--- config.mk ---
export PLATFORM = sky130hd
export DESIGN_NAME = if_fetch_ctrl
export DESIGN_NICKNAME = d
export VERILOG_FILES = /design/src/rtl/if_fetch_ctrl.sv
export SDC_FILE = /design/constraint.sdc
export NUM_CORES = 1
export LEC_CHECK = 0
export BUFFER_PORTS_ARGS = -buffer_cell sky130_fd_sc_hd__buf_2
export CAP_MARGIN = 20
export CORE_AREA = 2 2 105 107
export DETAILED_ROUTE_END_ITERATION = 10
export DIE_AREA = 0 0 107 109
export PLACE_DENSITY = 0.68
export SYNTH_ARGS = -nofsm -noshare
export SYNTH_HDL_FRONTEND = slang
export SYNTH_SLANG_ARGS = --single-unit
--- constraint.sdc ---
create_clock -name clk -period 2.4 [get_ports clk]
set_input_delay 0.24 -clock clk [delete_from_list [all_inputs] [get_ports clk]]
set_output_delay 0.24 -clock clk [all_outputs]
set_load 0.005 [all_outputs]
--- src/rtl/if_fetch_ctrl.sv ---
// IF-stage fetch sequencer: owns the PC, loads the IF/ID register,
// and handles stalls, redirects, debug halt/step and perf counters.
module if_fetch_ctrl #(
   parameter int ADDR_W   = 6,
   parameter int DATA_W   = 32,
   parameter int RESET_PC = 0,
   parameter int CNT_W    = 16
) (
   input  logic              clk,
   input  logic              rst_n,
   output logic [ADDR_W-1:0] rom_addr,
   input  logic [DATA_W-1:0] rom_data,
   input  logic              stall,
   input  logic              redirect_valid,
   input  logic [ADDR_W-1:0] redirect_pc,
   input  logic              dbg_halt,
   input  logic              dbg_step,
   output logic              ifid_valid,
   output logic [DATA_W-1:0] ifid_instr,
   output logic [ADDR_W-1:0] ifid_pc,
   output logic [ADDR_W+1:0] ifid_pc4,
   output logic              halted,
   output logic [CNT_W-1:0]  fetch_cnt,
   output logic [CNT_W-1:0]  bubble_cnt
);

   typedef enum logic [1:0] {
      BOOT = 2'd0,
      RUN  = 2'd1,
      HALT = 2'd2,
      STEP = 2'd3
   } state_t;

   localparam logic [ADDR_W-1:0] RST_PC = ADDR_W'(RESET_PC);

   state_t            state;
   state_t            state_nx;
   logic [ADDR_W-1:0] pc;
   logic [ADDR_W-1:0] pc_nx;
   logic              do_fetch;
   logic              do_bubble;
   logic              fcnt_max;
   logic              bcnt_max;

   assign rom_addr = pc;
   assign halted   = (state == HALT);
   assign ifid_pc4 = {ifid_pc + ADDR_W'(1), 2'b00};
   assign fcnt_max = &fetch_cnt;
   assign bcnt_max = &bubble_cnt;

   // Redirect beats stall; stall freezes everything including the FSM.
   always_comb begin
      state_nx  = state;
      pc_nx     = pc;
      do_fetch  = 1'b0;
      do_bubble = 1'b0;
      if (redirect_valid) begin
         pc_nx     = redirect_pc;
         do_bubble = 1'b1;
      end else if (!stall) begin
         unique case (state)
            BOOT: begin
               state_nx = dbg_halt ? HALT : RUN;
            end
            RUN: begin
               if (dbg_halt) begin
                  do_bubble = 1'b1;
                  state_nx  = HALT;
               end else begin
                  do_fetch = 1'b1;
               end
            end
            HALT: begin
               do_bubble = 1'b1;
               if (dbg_step) begin
                  state_nx = STEP;
               end else if (!dbg_halt) begin
                  state_nx = RUN;
               end
            end
            STEP: begin
               do_fetch = 1'b1;
               state_nx = HALT;
            end
            default: begin
               state_nx = BOOT;
            end
         endcase
         if (do_fetch) begin
            pc_nx = pc + ADDR_W'(1);
         end
      end
   end

   always_ff @(posedge clk or negedge rst_n) begin
      if (!rst_n) begin
         state <= BOOT;
         pc    <= RST_PC;
      end else begin
         state <= state_nx;
         pc    <= pc_nx;
      end
   end

   // Invalid entries always carry a zero (nop) instruction word.
   always_ff @(posedge clk or negedge rst_n) begin
      if (!rst_n) begin
         ifid_valid <= 1'b0;
         ifid_instr <= '0;
         ifid_pc    <= '0;
      end else if (do_fetch) begin
         ifid_valid <= 1'b1;
         ifid_instr <= rom_data;
         ifid_pc    <= pc;
      end else if (do_bubble) begin
         ifid_valid <= 1'b0;
         ifid_instr <= '0;
      end
   end

   always_ff @(posedge clk or negedge rst_n) begin
      if (!rst_n) begin
         fetch_cnt  <= '0;
         bubble_cnt <= '0;
      end else begin
         if (do_fetch && !fcnt_max) begin
            fetch_cnt <= fetch_cnt + CNT_W'(1);
         end
         if (do_bubble && !bcnt_max) begin
            bubble_cnt <= bubble_cnt + CNT_W'(1);
         end
      end
   end

endmodule
; ---- Word level (Yosys, flattened, before mapping)
; Cells that the tools add are included.
[classes]
addsub = 4
mul = 0
div = 0
order_cmp = 0
n_eq_ne = 6
n_shift = 0
mux = 22
n_bitwise = 2
n_reduce_logical = 11
[ops]
columns = cell, n
row1 = 2-to-1 mux 32 bit, 2
row2 = "adder 16 x 1 -> 16 bit, second input constant", 2
row3 = AND reduction 16 bit, 2
row4 = 2-to-1 mux 6 bit, 3
row5 = "adder 6 x 1 -> 6 bit, second input constant", 2
row6 = 2-to-1 mux 1 bit, 10
row7 = 2-to-1 mux 2 bit, 4
row8 = one-hot mux 2 bit (4 select lines), 1
row9 = "== test 2 bit, second input constant", 2
row10 = one-hot mux 1 bit (2 select lines), 2
row11 = AND reduction 4 bit, 1
row12 = nonzero test 2 bit, 2
row13 = "inequality test 3 bit, second input constant", 1
row14 = "== test 2 x 1 -> 1 bit, second input constant", 1
row15 = logical AND 1 bit, 2
row16 = zero test 1 bit, 2
row17 = zero test 2 bit, 1
row18 = "inequality test 2 x 1 -> 1 bit, second input constant", 1
row19 = "inequality test 2 bit, second input constant", 1
row20 = NOT 1 bit, 2
row21 = AND reduction 2 bit, 1
[word_totals]
register_bits = 79
latchBits = 0
ramBits = 0
romBits = 0
inputBits = 44
out_inout_bits = 86
elab_cells = 52
mem_count = 0

; ---- Logic depth before layout (Yosys ltp)
[logic_depth]
ltp_word = 7
ltp_mapped = 8
depth_no_buf = 6

; ---- Worst setup path after synthesis
; Ideal clock, no wire load.
[synth_path]
kind = flip-flop to flip-flop
start = register state[1]
end = register fetch_cnt[15]
setup_time_ns = 0.125
arrival_ns = 1.739
required_time_ns = 2.275
path_slack_ns = 0.536
path_stages_with_launch = 7
path_buffers = 0
synth_period_minus_slack_ns = 1.864
path_cell_list = dfrtp_1 > inv_1 > ha_1 > and2b_1 > o2111ai_1 > nor4_1 > mux2_2
[synth_between]
elab_chain_len = 7
word_cells_on_any_way = 8
classes_between = eq/ne: 2 / mux: 5 / reduce/logical: 1
[synth_rtl]
columns = element, line
row1 = "start, declared", 36  ; state_t state;
row2 = "start signal, assigned", 100  ; state <= state_nx;
row3 = == test 2 bit / == test 2 x 1 -> 1 bit (equally long branches), 61  ; unique case (state)
row4 = one-hot mux 1 bit (2 select lines) (*), 61
row5 = 2-to-1 mux 1 bit (*), 60  ; end else if (!stall) begin
row6 = 2-to-1 mux 1 bit (*), 57  ; if (redirect_valid) begin
row7 = 2-to-1 mux 1 bit (*), 60
row8 = 2-to-1 mux 1 bit (*), 57
row9 = logical AND 1 bit (*), 126  ; if (do_fetch && !fcnt_max) begin
row10 = "end signal, assigned", 127  ; fetch_cnt <= fetch_cnt + CNT_W'(1);
row11 = "end, declared", 23  ; output logic [CNT_W-1:0] fetch_cnt,
; Mark *: on every way between the ends. The rest lies on a longest branch, timed or not. The select of a mux whose other input is x is not followed.
; A chain may end at the register's enable or synchronous reset.

; ---- Worst setup path after layout
[layout_path]
start = register state[1]
end = register ifid_instr[4]
[layout_between]
elab_chain_len = 7
word_cells_on_any_way = 13
classes_between = eq/ne: 3 / mux: 9 / reduce/logical: 1
[layout_rtl]
columns = element, line
row1 = == test 2 bit / == test 2 x 1 -> 1 bit (equally long branches), 61
row2 = one-hot mux 1 bit (2 select lines), 61
row3 = 2-to-1 mux 1 bit, 60
row4 = 2-to-1 mux 1 bit, 57
row5 = 2-to-1 mux 1 bit, 60
row6 = 2-to-1 mux 1 bit, 57
row7 = 2-to-1 mux 32 bit / nonzero test 2 bit (equally long branches), n/a
row8 = "end signal, assigned", 113  ; ifid_instr <= rom_data;
row9 = "end, declared", 19  ; output logic [DATA_W-1:0] ifid_instr,
; Several ways; a longest one is shown, not always the timed one. The select of a mux whose other input is x is not followed.

==> impl_results.md <==
* Status: finished clean
* Clock Power Share at 0.280
* Depth of the CTS H-tree at 3
* Clk buf depth at 2
* Vias in the first global route at 2796
* Pwr Density at ~940 mW/mm^2
* WL final at 8650 um
* Vias at 2952
* Routability congestion estimate at 0.811
* Synth-to-layout area growth at 30.2%
* Final Setup Violations at 0
* Port bufs at 127
* Crit path max-delay family: simple AND/OR/NAND/NOR gates
* CP Max Fanout at 20
* Die H at 109 um
* Post-route DRC at 0
* CTS tree: built
* WS Path Type: flip-flop to flip-flop
* Reg2reg setup slack at 190 ps
* First-pass GRT wire length at 13600 um
* Clock-pin slew on the worst setup and hold paths at 90 ps
* Synth Register Bits at 79
* Antenna Nets Post-Route at 0
* Worst reg-to-reg path cell count at 7
* Seq pwr share at 0.439
* Syn. warnings at 0
* CP startpoint: state[1]
* Largest area contributor in the netlist: dfrtp_1
* CP bufs+invs at 2
* Ranking of synthesized cells by area: dfrtp_1 55%, a22o_1 7.7%, xor2_1 7.7%
* FMAX at 0.453 GHz
* Mapped Cells at approximately 320
* GR Util All Layers at 0.146
* Rel. slew slack at 0.559
* Grt ovf at 0
* Final WS setup at 191 ps
* Worst Hold End: ifid_instr[9]
* TritonCTS Buffers at 9
* Final Cycle Share at 0.920
* Slew @ Worst Pin at 659 ps
* CTS root buf: clkbuf_8
* Internal Power at 0.00294 W
* Commonest non-fill, non-tap cell in the layout: buf_2
* Crit start category: flip-flop
* Hold depth at 2
* Clock Sink Count at slightly below 80
* Arrival @ worst endpoint at 2490 ps
* Cell variety after synth at 44
* Row cnt at 38
* Detailed placement HPWL at ~6200 um
* Min Tclk post-route at 2210 ps
* Final Net Count at 502
* Syn Area/Cell at 11.5 um^2
* CP Capture Type: flip-flop
* Logic pwr share at 0.281
* Die ar. at 0.0117 mm^2
* Setup_tns at 0 ps
* Required time worst endpoint at 2680 ps
* Initial antenna violation count at 0
* 1st-iter DRT viols at 127
* Sw frac at 0.334
* Synthesized area at roughly 0.0036 mm^2
* IO Count at between 100 and 150
* Slew Limit Fails at 0
* Sequential share of the synthesized area at 0.546
* Worst-path cell chain: inv_1 -> ha_1 -> a21o_1 -> a31oi_2 -> nor2b_2 -> buf_8 -> a22o_1
* Slowest stage cell, crit path: nor2b_2
* Top cell type's share of synthesized area at 0.546
* Max Cap Violations at 0
* Die width at 107 um
* RSZ-0062 raised after global routing: false
* Core ar. at 0.0106 mm^2
* Wire per inst at 14.6 um
* Hold path startpoint: rom_data[9]
* Pre-CTS setup slack at 205 ps
* Pleak at 2.48 nW
* Antenna diode count at 0
* Most frequent cells in the layout: 126 x buf_2, 79 x dfrtp_1, 37 x nand2_1, 32 x xor2_1, 32 x a22o_1
* Max incr delay on CP at 600 ps
* TritonRoute pass-1 iters at 4
* Switching Power at 0.00148 W
* Hold Slack at 113 ps
* RR Startpoint: state[1]
* Initial Util at 0.342
* Worst R2R End: ifid_instr[4]
* Vias per cell at 4.97
* Final Skew at 9.62 ps
* Peak VDD IR at 0.474 mV
* Final Hold Fails at 0
* HP Class: primary input to flip-flop
* Worst skew pair latency at 340 ps
* Layout cell share with drive strength beyond 1 at 0.361
* Largest net degree at the start of global routing at 80
-- power groups by stage --
stage                     clock (W)  combinational [W]  sequential (W)
final                       0.00124            0.00124         0.00194
after global routing        0.00134            0.00139         0.00199
after CTS                   0.00127            0.00126         0.00194
after detailed placement          0            0.00125         0.00196
after global placement            0            0.00119         0.00195
after floorplan                   0           0.000670         0.00194
-- layout make-up --
cell class	instances	area, um^2
Clock inverter	7	128
Timing Repair Buffer	135	728
Inverter	8	30.0
Clock buffer	9	124
Sequential cell	79	1980
Multi-Input combinational cell	216	1560
Tap cell	140	175
Fill cell	986	5890
-- through the flow --
step / total power (W) / utilization / std cells / area [um^2]
after floorplan: 0.00261 / - / 317 / 3630
after global placement: 0.00314 / 0.416 / 575 / 4410
after detailed placement: 0.00322 / 0.418 / 576 / 4430
after CTS: 0.00447 / 0.441 / 592 / 4680
after global routing: 0.00472 / 0.445 / 594 / 4720
final: 0.00442 / 0.445 / 594 / 4720
-- repair_timing --
item | in CTS | in global routing
resized for setup | 0 | 0
hold endpoints to repair | 0 | 30
hold buffers | 0 | 1
buffers inserted | 0 | 0
-- cell families after synthesis --
group,synth area share
buf+inv,0.0276
compound gates,0.127
mux,0.0211
xor+xnor,0.0895
other cells,0.00104
simple gates,0.157
fa+ha+maj,0.0311
flops,0.546
-- registers in the layout (all words and copies together), names as in the netlist --
signal      cells
ifid_instr     32
bubble_cnt     16
fetch_cnt      16
ifid_pc         6
ifid_valid      1
rom_addr        6
state           2
-- synthesized netlist by cell type (all sizes together) --
cell type / count
and2: 3
nand4: 9
a22o: 32
nor2: 8
a2111o: 1
dfrtp: 79
xor2: 32
a21oi: 3
a21o: 1
o2111ai: 2
a31oi: 1
a2111oi: 1
a211oi: 3
nor2b: 1
and3: 7
xnor2: 5
mux2: 5
nand2b: 1
buf: 7
and2b: 1
nand2: 37
nor3: 10
nor4: 10
ha: 9
mux2i: 2
nor3b: 3
nand3: 8
o21ai: 9
and4: 2
nor4b: 2
conb: 1
o211ai: 3
inv: 8
and4b: 1
a21boi: 1
clkbuf: 7
a41oi: 1
-- routing by layer --
| layer | global-route usage | wire length, um | vias up | part of all wire |
|---|---|---|---|---|
| met5 | 0 | 0 | - | 0 |
| met1 | 0.198 | 3980 | 1450 | 0.46 |
| met3 | 0.0460 | 481 | 5 | 0.056 |
| met2 | 0.234 | 4130 | 87 | 0.48 |
| met4 | 0.0260 | 59 | 0 | 0.0068 |
| li1 | - | - | 1410 | - |
-- how the worst max path moves through the flow --
stage	endpoint	slack (ps)	cells after the start
floorplan	fetch_cnt[15]	540	6
global placement	ifid_instr[6]	40	6
detailed placement	ifid_instr[2]	200	7
CTS	ifid_instr[4]	180	7
global route	ifid_instr[3]	70	7
finish	ifid_instr[4]	190	7
No activity file was read; power rests on OpenSTA's default activity.
